## src/rtl/control_sequencer.sv

```systemverilog
// control_sequencer: hardwired control unit for the datapath.
// Runs fetch T0-T2, then a decode cycle, then executes the states for
// the decoded instruction: R-type ALU, addi, ld, st, br, nop and halt.
// Outputs are registered from the state being entered. Two outputs are
// qualified by live inputs: PCin in branch T6 (con_ff) and the illegal
// pulse in decode (ir).
module control_sequencer #(
    parameter int         MEM_WAIT  = 0,
    parameter logic [4:0] ALU_ADD   = 5'd3,
    parameter logic [4:0] ALU_SUB   = 5'd4,
    parameter logic [4:0] ALU_AND   = 5'd9,
    parameter logic [4:0] ALU_OR    = 5'd10,
    parameter logic [4:0] ALU_INCPC = 5'd14,
    parameter logic [4:0] ALU_BRADD = 5'd15
) (
    input  logic        clk,
    input  logic        clr,
    input  logic        run,
    input  logic [31:0] ir,
    input  logic        con_ff,
    output logic [31:0] enable,
    output logic [31:0] busSelect,
    output logic [4:0]  Control_Signals,
    output logic        MD_Read,
    output logic        ReadRAM,
    output logic        WriteRAM,
    output logic        Gra,
    output logic        Grb,
    output logic        Grc,
    output logic        Rin,
    output logic        Rout,
    output logic        BAout,
    output logic        halted,
    output logic        illegal
);

    localparam logic [4:0] OP_LD   = 5'b00000;
    localparam logic [4:0] OP_ST   = 5'b00010;
    localparam logic [4:0] OP_ADD  = 5'b00011;
    localparam logic [4:0] OP_SUB  = 5'b00100;
    localparam logic [4:0] OP_AND  = 5'b01001;
    localparam logic [4:0] OP_OR   = 5'b01010;
    localparam logic [4:0] OP_ADDI = 5'b01011;
    localparam logic [4:0] OP_BR   = 5'b10010;
    localparam logic [4:0] OP_NOP  = 5'b11010;
    localparam logic [4:0] OP_HALT = 5'b11011;

    // Register load enable bits
    localparam int EN_Z   = 18;
    localparam int EN_Y   = 19;
    localparam int EN_PC  = 20;
    localparam int EN_MDR = 21;
    localparam int EN_IR  = 24;
    localparam int EN_MAR = 25;
    localparam int EN_CON = 27;
    // Bus driver select bits
    localparam int BS_ZLO = 19;
    localparam int BS_PC  = 20;
    localparam int BS_MDR = 21;
    localparam int BS_C   = 23;

    // Wait counter: holds a memory-access state for MEM_WAIT extra cycles
    localparam int              CW        = (MEM_WAIT > 0) ? $clog2(MEM_WAIT + 1) : 1;
    localparam logic [CW-1:0]   WAIT_LOAD = CW'(MEM_WAIT);
    localparam logic            NO_WAIT   = (MEM_WAIT == 0);

    typedef enum logic [4:0] {
        S_IDLE, S_F0, S_F1, S_F2, S_DEC,
        S_R3, S_R4, S_I4, S_R5,
        S_M3, S_M4, S_M5, S_LD6, S_LD7, S_ST6, S_ST7,
        S_BR3, S_BR4, S_BR5, S_BR6,
        S_HALT
    } state_t;

    typedef struct packed {
        logic [31:0] en;
        logic [31:0] bus;
        logic [4:0]  alu;
        logic        md_read, read_ram, write_ram;
        logic        gra, grb, grc, rin, rout, baout;
        logic        halted;
    } ctrl_t;

    state_t        state;
    logic [CW-1:0] cnt;
    logic [4:0]    opc_q;
    ctrl_t         ctrl_q;
    logic [4:0]    opcode;
    logic          unused_ir;

    assign opcode    = ir[31:27];
    // Operand fields belong to the datapath; only the opcode steers sequencing
    assign unused_ir = ^ir[26:0];

    function automatic logic [4:0] alu_code(input logic [4:0] opc);
        case (opc)
            OP_ADD:  return ALU_ADD;
            OP_SUB:  return ALU_SUB;
            OP_AND:  return ALU_AND;
            OP_OR:   return ALU_OR;
            default: return 5'd0;
        endcase
    endfunction

    function automatic logic is_defined(input logic [4:0] opc);
        return opc inside {OP_LD, OP_ST, OP_ADD, OP_SUB, OP_AND, OP_OR,
                           OP_ADDI, OP_BR, OP_NOP, OP_HALT};
    endfunction

    // Control word for a state; pc_last marks the final cycle of fetch T1
    function automatic ctrl_t ctrl_for(input state_t s, input logic pc_last,
                                       input logic [4:0] opc);
        ctrl_t c;
        c = '0;
        case (s)
            S_F0:   begin c.bus[BS_PC] = 1'b1; c.en[EN_MAR] = 1'b1;
                          c.alu = ALU_INCPC; c.en[EN_Z] = 1'b1; end
            S_F1:   begin c.bus[BS_ZLO] = 1'b1; c.en[EN_MDR] = 1'b1;
                          c.md_read = 1'b1; c.read_ram = 1'b1; c.en[EN_PC] = pc_last; end
            S_F2:   begin c.bus[BS_MDR] = 1'b1; c.en[EN_IR] = 1'b1; end
            S_R3:   begin c.grb = 1'b1; c.rout = 1'b1; c.en[EN_Y] = 1'b1; end
            S_R4:   begin c.grc = 1'b1; c.rout = 1'b1; c.alu = alu_code(opc); c.en[EN_Z] = 1'b1; end
            S_I4,
            S_M4:   begin c.bus[BS_C] = 1'b1; c.alu = ALU_ADD; c.en[EN_Z] = 1'b1; end
            S_R5:   begin c.bus[BS_ZLO] = 1'b1; c.gra = 1'b1; c.rin = 1'b1; end
            S_M3:   begin c.grb = 1'b1; c.baout = 1'b1; c.en[EN_Y] = 1'b1; end
            S_M5:   begin c.bus[BS_ZLO] = 1'b1; c.en[EN_MAR] = 1'b1; end
            S_LD6:  begin c.md_read = 1'b1; c.read_ram = 1'b1; c.en[EN_MDR] = 1'b1; end
            S_LD7:  begin c.bus[BS_MDR] = 1'b1; c.gra = 1'b1; c.rin = 1'b1; end
            S_ST6:  begin c.gra = 1'b1; c.rout = 1'b1; c.en[EN_MDR] = 1'b1; end
            S_ST7:  c.write_ram = 1'b1;
            S_BR3:  begin c.gra = 1'b1; c.rout = 1'b1; c.en[EN_CON] = 1'b1; end
            S_BR4:  begin c.bus[BS_PC] = 1'b1; c.en[EN_Y] = 1'b1; end
            S_BR5:  begin c.bus[BS_C] = 1'b1; c.alu = ALU_BRADD; c.en[EN_Z] = 1'b1; end
            S_BR6:  c.bus[BS_ZLO] = 1'b1;
            S_HALT: c.halted = 1'b1;
            default: c = '0;
        endcase
        return c;
    endfunction

    // Sequencer: next state, wait counter, latched opcode and registered outputs
    // NOTE: state registers use non-blocking assignments so every register
    // samples pre-edge values; blocking here would create ordering races.
    always_ff @(posedge clk or negedge clr) begin
        if (!clr) begin
            state  <= S_IDLE;
            cnt    <= '0;
            opc_q  <= '0;
            ctrl_q <= '0;
        end else begin
            case (state)
                S_IDLE: if (run) begin
                    state <= S_F0; ctrl_q <= ctrl_for(S_F0, 1'b0, opc_q);
                end
                S_F0: begin
                    state <= S_F1; cnt <= WAIT_LOAD; ctrl_q <= ctrl_for(S_F1, NO_WAIT, opc_q);
                end
                S_F1: if (cnt != '0) begin
                    cnt <= cnt - CW'(1); ctrl_q <= ctrl_for(S_F1, cnt == CW'(1), opc_q);
                end else begin
                    state <= S_F2; ctrl_q <= ctrl_for(S_F2, 1'b0, opc_q);
                end
                S_F2: begin state <= S_DEC; ctrl_q <= '0; end
                S_DEC: begin
                    opc_q <= opcode;
                    case (opcode)
                        OP_ADD, OP_SUB, OP_AND, OP_OR, OP_ADDI: begin
                            state <= S_R3; ctrl_q <= ctrl_for(S_R3, 1'b0, opcode);
                        end
                        OP_LD, OP_ST: begin state <= S_M3; ctrl_q <= ctrl_for(S_M3, 1'b0, opcode); end
                        OP_BR:   begin state <= S_BR3; ctrl_q <= ctrl_for(S_BR3, 1'b0, opcode); end
                        OP_HALT: begin state <= S_HALT; ctrl_q <= ctrl_for(S_HALT, 1'b0, opcode); end
                        default: begin state <= S_F0; ctrl_q <= ctrl_for(S_F0, 1'b0, opcode); end
                    endcase
                end
                S_R3: if (opc_q == OP_ADDI) begin
                    state <= S_I4; ctrl_q <= ctrl_for(S_I4, 1'b0, opc_q);
                end else begin
                    state <= S_R4; ctrl_q <= ctrl_for(S_R4, 1'b0, opc_q);
                end
                S_R4, S_I4: begin state <= S_R5; ctrl_q <= ctrl_for(S_R5, 1'b0, opc_q); end
                S_R5:  begin state <= S_F0; ctrl_q <= ctrl_for(S_F0, 1'b0, opc_q); end
                S_M3:  begin state <= S_M4; ctrl_q <= ctrl_for(S_M4, 1'b0, opc_q); end
                S_M4:  begin state <= S_M5; ctrl_q <= ctrl_for(S_M5, 1'b0, opc_q); end
                S_M5: if (opc_q == OP_ST) begin
                    state <= S_ST6; ctrl_q <= ctrl_for(S_ST6, 1'b0, opc_q);
                end else begin
                    state <= S_LD6; cnt <= WAIT_LOAD; ctrl_q <= ctrl_for(S_LD6, 1'b0, opc_q);
                end
                S_LD6: if (cnt != '0) cnt <= cnt - CW'(1);
                       else begin state <= S_LD7; ctrl_q <= ctrl_for(S_LD7, 1'b0, opc_q); end
                S_LD7: begin state <= S_F0; ctrl_q <= ctrl_for(S_F0, 1'b0, opc_q); end
                S_ST6: begin state <= S_ST7; cnt <= WAIT_LOAD; ctrl_q <= ctrl_for(S_ST7, 1'b0, opc_q); end
                S_ST7: if (cnt != '0) cnt <= cnt - CW'(1);
                       else begin state <= S_F0; ctrl_q <= ctrl_for(S_F0, 1'b0, opc_q); end
                S_BR3: begin state <= S_BR4; ctrl_q <= ctrl_for(S_BR4, 1'b0, opc_q); end
                S_BR4: begin state <= S_BR5; ctrl_q <= ctrl_for(S_BR5, 1'b0, opc_q); end
                S_BR5: begin state <= S_BR6; ctrl_q <= ctrl_for(S_BR6, 1'b0, opc_q); end
                S_BR6: begin state <= S_F0; ctrl_q <= ctrl_for(S_F0, 1'b0, opc_q); end
                S_HALT: state <= S_HALT;
                default: begin state <= S_IDLE; ctrl_q <= '0; end
            endcase
        end
    end

    // Input-qualified outputs: branch PCin on con_ff, decode-cycle illegal pulse
    // NOTE: every always_comb target gets a default first so no latch is inferred.
    always_comb begin
        enable = ctrl_q.en;
        if (state == S_BR6 && con_ff) enable[EN_PC] = 1'b1;
        illegal = (state == S_DEC) && !is_defined(opcode);
    end

    assign busSelect       = ctrl_q.bus;
    assign Control_Signals = ctrl_q.alu;
    assign MD_Read         = ctrl_q.md_read;
    assign ReadRAM         = ctrl_q.read_ram;
    assign WriteRAM        = ctrl_q.write_ram;
    assign Gra             = ctrl_q.gra;
    assign Grb             = ctrl_q.grb;
    assign Grc             = ctrl_q.grc;
    assign Rin             = ctrl_q.rin;
    assign Rout            = ctrl_q.rout;
    assign BAout           = ctrl_q.baout;
    assign halted          = ctrl_q.halted;

endmodule

```

## config.mk

```make
export PLATFORM = sky130hd
export DESIGN_NAME = control_sequencer
export DESIGN_NICKNAME = d
export VERILOG_FILES = /design/src/rtl/control_sequencer.sv
export SDC_FILE = /design/constraint.sdc
export NUM_CORES = 1
export LEC_CHECK = 0
export CAP_MARGIN = 20
export CORE_ASPECT_RATIO = 1.1
export CORE_UTILIZATION = 40
export DETAILED_ROUTE_END_ITERATION = 6
export GPL_ROUTABILITY_DRIVEN = 0
export PLACE_DENSITY = 0.89
export SYNTH_ARGS = -nofsm -noshare
export SYNTH_HDL_FRONTEND = slang
export SYNTH_SLANG_ARGS = --single-unit
```

## constraint.sdc

```tcl
create_clock -name clk -period 2.39 [get_ports clk]
set_input_delay 0.5975 -clock clk [delete_from_list [all_inputs] [get_ports clk]]
set_output_delay 0.5975 -clock clk [all_outputs]
set_load 0.01 [all_outputs]
```

; Word level (Yosys, flattened, before mapping)
; Cells that the tools add are included.
[totals]
ff_bits = 90
input_bits = 36
elab_cells = 95
[op_classes]
reduce_logical = 16
n_mux = 21
addsub = 1
n_bitwise = 1
eq_ne = 40
[op_table]
columns = cell, n
row1 = $pmux 79 s17, 1
row2 = $pmux 75 s4, 1
row3 = $mux 79, 3
row4 = $pmux 5 s18, 1
row5 = $mux 72, 1
row6 = $eq 5x4->1 const B, 14
row7 = $eq 5x5->1 const B, 8
row8 = $mux 39, 1
row9 = $eq 5x2->1 const B, 6
row10 = $eq 5x3->1 const B, 6
row11 = $mux 5, 4
row12 = $pmux 5 s4, 1
row13 = $pmux 4 s4, 1
row14 = $logic_not 5->1, 2
row15 = $mux 10, 1
row16 = $ne 2x2->1 const B, 5
row17 = $reduce_bool 10->1, 1
row18 = $reduce_and 4->1, 2
row19 = $reduce_or 2->1, 3
row20 = $reduce_or 3->1, 2
row21 = $eq 5x1->1 const B, 1
row22 = $reduce_or 5->1, 1
row23 = $mux 1, 4
row24 = $pmux 1 s3, 1
row25 = 7 further kinds, 8

; Logic depth before layout (Yosys ltp)
; Gate-level depths: netlist of the first run.
[depth]
depth_word = 4
mapped_depth = 6
ltp_nobuf = 4

; Least setup slack after synthesis of the first run
; OpenSTA, ideal clock, no wires.
[synth_timing]
kind = flip-flop to output port
startpoint = reg state[2]
endpoint = out enable[20]
arrival_time_ns = 1.452
path_stages_with_launch = 5
path_slack_ns = 0.340
path_cell_list = dfrtp_1 > buf_2 > clkbuf_1 > buf_2 > o41ai_1
[synth_via]
elab_chain_cells = 3
[synth_lines]
columns = item, line
row1 = "start, declared", 84  ; state_t state;
row2 = "start signal, assigned", 147  ; state <= S_IDLE;
row3 = "start signal, assigned", 154  ; state <= S_F0; ctrl_q <= ctrl_for(S_F0, 1'b0, opc_q);
row4 = "start signal, assigned", 157  ; state <= S_F1; cnt <= WAIT_LOAD; ctrl_q <= ctrl_for(S_F1, NO_WAIT, opc_q);
row5 = $eq 5x5->1, 211  ; if (state == S_BR6 && con_ff) enable[EN_PC] = 1'b1;
row6 = $logic_and 1x1->1, 211
row7 = $mux 1, 211
row8 = "end, declared", 21  ; output logic [31:0] enable,
; Every way passes these cells.

; Worst setup path after layout of the first run
[layout_timing]
startpoint = in ir[27]
endpoint = reg ctrl_q (netlist bit Control_Signals[1])
[layout_via]
elab_chain_cells = 4
word_cells_on_any_way = 13
cone_classes = 8 x eq/ne / 2 x mux / 3 x reduce/logical
[layout_lines]
columns = item, line
row1 = "start, declared", 19  ; input logic [31:0] ir,
row2 = "$eq 5x2->1, or another cell as far along", 167  ; case (opcode)
row3 = $reduce_or 5->1 / $reduce_or 2->1 (equally long branches), --
row4 = $pmux 75 s4 *, 167
row5 = $pmux 79 s17 *, 152  ; case (state)
row6 = "end signal, assigned", 160  ; cnt <= cnt - CW'(1); ctrl_q <= ctrl_for(S_F1, cnt == CW'(1), opc_q);
row7 = "end, declared", 87  ; ctrl_t ctrl_q;
; Every way passes the cells marked *; elsewhere a longest branch is shown, timed or not.
; A chain may end at the register's enable or synchronous reset.

==> results.md, run 1 <==
* Largest area contributor in the netlist: dfrtp_1
* PortBufs at 34
* Hold Path Sink: WriteRAM
* Library cells used by synthesis at 60
* Max Freq at 428 MHz
* Vias in the first global route at 1826
* Leakage Power at 1.29 nW
* Placed inst area at 0.00274 mm2
* Via count at 2069
* Top_reg_cell synth: dfrtp_1
* Area of the mapped netlist at 0.00255 mm2
* Final #Nets at 356
* Largest net degree at the start of global routing at 35
* Worst-Margin Slew at 0.750 ns
* Ports at 116
* Later-pin clock latency in the skew report at 0.29 ns
* Final ANT Viol Nets at 0
* Routed length per instance at 13.9 um
* Worst EP required at 2.54 ns
* Residual DRC count at 0
* Critical path arrival at 2.49 ns
* Row cnt at 30
* Die X at 78.1 um
* Share of cells above drive strength 1 at 14.1%
* TritonRoute pass-1 iters at 6
* Htree depth at 2
* Crit Path Max Fanout at 8
* TritonCTS clock tree: yes
* EDFF count, synth at 0
* Max clock buf depth at 2
* Core footprint at 0.00616 mm2
* Layout Skew at 0.0103 ns
* Initial DRC Count at 264
* Pwr dens at 431 mW/mm2
* CP endpoint kind: register
* Final min period at 2.34 ns
* First-pass GRT wire length at 9000 um
* Overall power at 1.24 mW
* Yosys top cell area share at 33.4%
* Synthesized flop and latch total at 34
* Die Y at 85.7 um
* Initial antenna violation count at 0
* FF-to-FF path depth at 6
* Worst hold-check path type: reg2reg
* Synth Instances at 290
* Clock root cell: clkbuf_8
* Max IR drop VDD at 255 uV
* Syn. warnings at 0
* Critical Path Start Type: primary input
* Grt ovf at 0
* Flop-to-flop setup slack at 0.32 ns
* Critical path class: in2reg
* Async set-reset flop share out of synthesis at 100%
* Top cells by area, synth: dfrtp_1 33%, buf_4 20%, nand2_1 3.2%, o21ai_0 3.1%, a21oi_1 2.6%
* Hold Fails Final Rpt at 0
* Initial Utilization at 41.4%
* Final HPWL DP at 4000 um
* Crit Reg-Reg Startpoint: state[2]
* GRT Total Usage at 17.2%
* Vias per inst at 5.17
* CTS buffer count at 5
* Drt total wl at 5570 um
* Final setup fails at 0
* Clock Pin Slew Worst Setup and Hold Paths at 0.07 ns
* Sequential share of the synthesized area at 33.4%
* # diodes at 0
* Rel. slew slack at 49.5%
* Area grow syn2layout at 13.2%
* Max-slew violation count at 0
* Hold path start: WriteRAM
* Worst hold path stage count at 2
* Crit share post-route at 97.8%
* Status: finished clean
* Cts hold-fix bufs at 0
* Die area at 0.00669 mm2
* Post-route cell area at 0.00288 mm2
* Max Cap Viol at 0
* Clock Sinks at 34
* Worst r2r dst: Control_Signals[2]
* Syn avg cell area at 8.78 um2
-- where the power goes --
part	internal, mW	switching [mW]	total (mW)	leakage [nW]
registers	0.580	0.00723	0.587	0.413
logic	0.0385	0.0813	0.120	0.819
clock network	0.333	0.200	0.533	0.0573
total	0.952	0.289	1.24	1.29
-- through the flow --
step / TNS (ns) / util, % / setup WS, ns / hold WS (ns) / instances
2_1_floorplan: 0 / - / 0.340 / 0.302 / 343
3_3_place_gp: -1.29 / 44.6 / -0.299 / 0.453 / 393
3_5_place_dp: -2.03 / 44.6 / -0.338 / 0.460 / 393
4_1_cts: 0 / 46.4 / 0.0269 / 0.473 / 400
5_1_grt: -0.0206 / 46.8 / -0.0206 / 0.498 / 400
6_report: 0 / 46.8 / 0.0514 / 0.464 / 400
-- Yosys cell counts (5+ instances only) --
library cell   n
nand2b_1       6
nor2_1        14
nand2_1       22
dfrtp_1       34
buf_4         69
inv_1          5
a21oi_1       13
nor3_1        11
buf_2          8
nor2b_1        6
mux2_2         5
o21ai_0       16
a21o_1         5
clkbuf_1       6
-- kinds of logic (layout without fill, tap and decap cells) --
logic type             Yosys count  count (layout)  share of synthesized area [%]
AO/OA/AOI/OAI                   73              73                           21.1
XOR/XNOR                         3               3                           1.03
buffers and inverters           93              70                           25.2
flip-flops                      34              34                           33.4
multiplexers                     6               6                           2.60
other                            1              54                          0.147
AND/OR/NAND/NOR                 80              80                           16.5
-- how the worst max path moves through the flow --
stage,from,endpoint,slack [ns],depth (start not counted)
2_1_floorplan,state[2],enable[20],0.34,4
3_3_place_gp,ir[31],illegal,-0.30,6
3_5_place_dp,ir[31],illegal,-0.34,6
4_1_cts,ir[28],illegal,0.03,6
5_1_grt,ir[27],Control_Signals[1],-0.02,6
6_report,ir[27],Control_Signals[1],0.05,6
-- per-layer routing --
metal,part of all wire (%),global-route usage [%],vias up,wire length [um]
met5,0,0,-,0
met4,2.0,6.23,0,110
met3,7.6,4.04,13,425
met2,50,27.7,117,2780
met1,40,22.5,970,2250
li1,-,-,969,-
-- timing repair --
item	4_1_cts	5_1_grt
pin swaps	0	1
gates cloned	0	0
gates resized for setup	6	6
buffers inserted	0	0
setup endpoints to repair	2	4
-- worst max-delay path: stages --
cell and delay (ns):
clkdlybuf4s50_1 0.43, buf_4 0.17, or4_1 0.53, o31a_2 0.18, a221oi_4 0.40, o221ai_1 0.17
-- registers in the layout, indices dropped and copies added, names as in the netlist --
signal           count
enable               6
Gra                  1
MD_Read              1
state                5
Grc                  1
Rin                  1
Grb                  1
ctrl_q               1
halted               1
BAout                1
Control_Signals      4
busSelect            4
WriteRAM             1
opc_q                5
Rout                 1
-- cells in the final DEF (no fill, tap or decap), types with 3 or more instances in the layout --
master,Yosys,routed
o21ai_0,16,15
inv_1,5,5
conb_1,1,54
a221o_1,3,3
nor2b_1,6,6
nor2_1,14,14
a21oi_1,13,13
clkbuf_8,0,6
nand3_1,3,3
nand2_1,22,22
mux2_2,5,5
a21o_1,5,5
nor3_1,11,10
dfrtp_1,34,34
clkdlybuf4s50_1,0,29
nand2b_1,6,6
nor4_1,3,3
buf_4,69,24
-- cell type report --
| type | count | area (um2) |
|---|---|---|
| clock inverter | 1 | 30.0 |
| multi-input combinational | 216 | 1280 |
| sequential | 34 | 851 |
| inverter | 5 | 18.8 |
| fill | 603 | 3270 |
| clock buffer | 6 | 82.6 |
| tap | 80 | 100 |
| timing repair buffer | 58 | 522 |
No activity file was read; power rests on OpenSTA's default activity.
==> inputs of run 2 (changes only) <==
- MAX_ROUTING_LAYER: unset -> met4
==> results.md, run 2 (synthesis gave the netlist of run 1 again) <==
* Leakage Power at 1.29 nW
* Pre-CTS setup slack at -0.338 ns
* Setup_tns at 0 ns
* PortBufs at 34
* Fin util at 46.8%
* Max IR drop VDD at 255 uV
* Cell Int Power at 952 uW
* TritonCTS clock tree: yes
* Initial antenna violation count at 0
* Critical path class: in2out
* Postcts setup bufs at 0
* Clock Sinks at 34
* Max reg flops at 6
* Share of cells above drive strength 1 at 14.1%
* Final #Nets at 356
* Grt ovf at 0
* Htree depth at 2
* Final HPWL DP at 4000 um
* Pwr dens at 432 mW/mm2
* Crit Path Max Fanout at 1
* Leading cell types in the layout, fill and taps excluded: 54 x conb_1, 34 x dfrtp_1, 29 x clkdlybuf4s50_1
* Worst-Margin Slew at 0.733 ns
* Final min period at 2.34 ns
* Die Y at 85.7 um
* Setup ws final at 0.0500 ns
* GRT Total Usage at 17.7%
* Fillers at 603
* Die area at 0.00669 mm2
* Critical Path Start Type: primary input
* Max-slew violation count at 0
* Commonest non-fill, non-tap cell in the layout: conb_1
* Hold WS at 0.464 ns
* # diodes at 0
* Drt total wl at 5620 um
* Later-pin clock latency in the skew report at 0.29 ns
* Register area at 851 um2
* Hold Fails Final Rpt at 0
* Worst EP required at 1.79 ns
* Routed length per instance at 14.0 um
* Ports at 116
* Clk pwr share at 43.2%
* Register share of total power at 47.1%
* CTS buffer count at 5
* Area grow syn2layout at 13.2%
* Switching power at 294 uW
* Vias in the first global route at 1827
* Post-route cell area at 0.00288 mm2
* Clock Pin Slew Worst Setup and Hold Paths at 0.06 ns
* Crit share post-route at 97.9%
* First-pass GRT wire length at 8980 um
* Clock root cell: clkbuf_8
* Status: finished clean
* Row cnt at 30
* Core footprint at 0.00616 mm2
* Layout Skew at 0.0122 ns
* Initial Utilization at 41.4%
* Rel. slew slack at 50.7%
* Max Cap Viol at 0
* Initial DRC Count at 262
* Vias per inst at 5.25
* Largest net degree at the start of global routing at 35
* Final setup fails at 0
* Critical path arrival at 1.74 ns
* Combinational power share at 9.6%
* Residual DRC count at 0
* Placed inst area at 0.00274 mm2
* Final ANT Viol Nets at 0
* Die X at 78.1 um
* CP endpoint kind: output port
* Via count at 2099
* Worst hold-check path type: reg2reg
* Sw Share at 23.6%
* Max Freq at 427 MHz
* Footprint of the multi-input gates at 0.00128 mm2
* Max clock buf depth at 2
* TritonRoute pass-1 iters at 5
-- run 2: power by group through the flow --
stage	Clock [mW]	Sequential, mW	Combinational, mW
2_1_floorplan	0	0.597	0.137
4_1_cts	0.545	0.587	0.118
5_1_grt	0.568	0.587	0.134
6_report	0.538	0.587	0.120
3_5_place_dp	0	0.597	0.119
3_3_place_gp	0	0.597	0.116
-- run 2: worst max-delay path, stage by stage --
cell and delay, ns:
clkdlybuf4s50_1 0.46, inv_1 0.05, o41ai_2 0.35, clkdlybuf4s15_1 0.29
-- run 2: path summary, 6_finish.rpt --
check / from / end / slack [ns] / cells past startpoint
worst max register to register: state[2] / Control_Signals[2] / 0.33 / 6
worst min-delay path: WriteRAM / WriteRAM / 0.46 / 2
worst max-delay path: con_ff / enable[20] / 0.05 / 4
worst min register to register: WriteRAM / WriteRAM / 0.46 / 2
max in group asynchronous: clr / enable[21] / 1.35 / 2
min in group asynchronous: clr / state[0] / 0.73 / 2
-- run 2: final cells by class --
type | count | area share (%)
Multi-Input combinational cell | 216 | 44.3
Sequential cell | 34 | 29.5
Timing Repair Buffer | 58 | 18.1
Tap cell | 80 | 3.47
Clock buffer | 6 | 2.87
Clock inverter | 1 | 1.04
Inverter | 5 | 0.651
-- run 2: what timing repair did --
item	4_1_cts	5_1_grt
endpoints found under the hold margin	0	0
pin swaps	0	1
endpoints found under the setup margin	2	4
gates resized for setup	6	6
hold buffers	0	0
-- run 2: per-layer routing --
layer | track usage [%] | up-vias | part of all wire (%)
met5 | - | - | 0
li1 | - | 971 | -
met3 | 4.04 | 15 | 7.8
met2 | 27.8 | 121 | 49
met1 | 22.3 | 992 | 41
met4 | 6.23 | 0 | 1.9
-- run 2: per-stage QoR --
| stage | instances | total power [mW] |
|---|---|---|
| floorplan | 343 | 0.733 |
| global placement | 393 | 0.713 |
| detailed placement | 393 | 0.716 |
| CTS | 400 | 1.25 |
| global route | 400 | 1.29 |
| finish | 400 | 1.25 |
==> inputs of run 3 (changes only) <==
- CTS_BUF_LIST: unset -> sky130_fd_sc_hd__clkbuf_4
- CTS_CLUSTER_DIAMETER: unset -> 60
==> results.md, run 3 (synthesis gave the netlist of run 1 again) <==
* Status: finished clean
* Setup_tns at 0 ns
* Largest net degree at the start of global routing at 35
* Initial DRC Count at 238
* Grt ovf at 0
* Non-Filler Instances at 400
* Final HPWL DP at 4000 um
* First-pass GRT wire length at 8780 um
* Pwr dens at 391 mW/mm2
* Ports at 116
* Commonest non-fill, non-tap cell in the layout: conb_1
* Row cnt at 30
* Core footprint at 0.00616 mm2
* Register area at 852 um2
* Cts hold-fix bufs at 0
* Clock root cell: clkbuf_4
* Die Y at 85.7 um
* Max clock buf depth at 2
* Crit Path Max Fanout at 1
* Layout Skew at 0.0174 ns
* Final setup fails at 0
* Clock Pin Slew Worst Setup and Hold Paths at 0.08 ns
* Max reg flops at 6
* RSZ-0062 raised after global routing: false
* Share of cells above drive strength 1 at 14.1%
* Flop-to-flop setup slack at 0.31 ns
* Final #Nets at 356
* CP endpoint kind: output port
* Leading cell types in the layout, fill and taps excluded: 54 x conb_1, 33 x dfrtp_1, 29 x clkdlybuf4s50_1
* Hold Fails Final Rpt at 0
* Drt total wl at 5340 um
* Crit share post-route at 97.6%
* Fillers at 610
* Vias in the first global route at 1847
* Final ANT Viol Nets at 0
* Worst setup path end: enable[20]
* Max Cap Viol at 0
* Max Freq at 429 MHz
* Via count at 2063
* Worst EP required at 1.79 ns
* Later-pin clock latency in the skew report at 0.34 ns
* Hold WS at 0.470 ns
* Critical Path Start Type: primary input
* Leakage Power at 1.27 nW
* Placed cell count at 393
* Clock Sinks at 34
* CTS buffer count at 5
* PortBufs at 34
* Htree depth at 2
* Final min period at 2.33 ns
* Die area at 0.00669 mm2
* Overall power at 1.11 mW
* Initial Utilization at 41.4%
* TritonCTS clock tree: yes
* Routed length per instance at 13.4 um
* Critical path class: in2out
* Footprint of the multi-input gates at 0.00127 mm2
* Max-slew violation count at 0
* # diodes at 0
* Residual DRC count at 0
* Rel. slew slack at 63.0%
* Die X at 78.1 um
* TritonRoute pass-1 iters at 5
* Initial antenna violation count at 0
* Worst r2r dst: Control_Signals[2]
* Worst hold-check path type: reg2reg
* Critical path arrival at 1.73 ns
* Max IR drop VDD at 199 uV
* GRT Total Usage at 17.3%
* Area grow syn2layout at 11.2%
* Worst-Margin Slew at 0.550 ns
* Vias per inst at 5.16
* Critical Path Start: con_ff
* Crit Reg-Reg Startpoint: state[2]
* FF-to-FF path depth at 6
-- run 3: repair_timing --
action / CTS / global route
buffers inserted: 0 / 0
endpoints found under the setup margin: 2 / 2
resized for setup: 6 / 5
hold endpoints to repair: 0 / 0
-- run 3: worst max-delay path, stage by stage --
cell and delay, ns:
clkdlybuf4s50_1 0.46, inv_1 0.05, o41ai_2 0.34, clkdlybuf4s15_1 0.29
-- run 3: cell type report --
cell class | count | share of cell area (%)
Multi-Input combinational cell | 216 | 44.7
Tap cell | 80 | 3.54
Sequential cell | 34 | 30.1
Clock inverter | 2 | 1.19
Timing Repair Buffer | 58 | 18.4
Inverter | 5 | 0.663
Clock buffer | 5 | 1.33
-- run 3: through the flow --
step                instance area [um2]  util (%)  setup slack (ns)
floorplan                          2750         -             0.340
global placement                   2740      44.6            -0.299
detailed placement                 2740      44.6            -0.338
CTS                                2810      45.7            0.0269
global route                       2830      46.0         0.0000151
finish                             2830      46.0            0.0580
-- run 3: worst min path at each step --
stage / from / endpoint / slack [ns] / cells after the start
4_1_cts: WriteRAM / WriteRAM / 0.48 / 2
3_3_place_gp: busSelect[19] / busSelect[19] / 0.45 / 2
3_5_place_dp: WriteRAM / WriteRAM / 0.46 / 2
5_1_grt: ctrl_q[67] / ctrl_q[67] / 0.51 / 1
2_1_floorplan: clr / BAout / 0.30 / 0
6_report: WriteRAM / WriteRAM / 0.47 / 2
-- run 3: metal layers --
layer	routed length, um	GRT usage, %
met3	377	4.15
met2	2560	26.2
met1	2270	21.3
met5	0	-
met4	133	9.09
-- run 3: report_power, final --
| group | switching (mW) | total [mW] | internal (mW) |
|---|---|---|---|
| sequential | 0.00653 | 0.586 | 0.580 |
| clock | 0.190 | 0.402 | 0.211 |
| combinational | 0.0807 | 0.119 | 0.0386 |
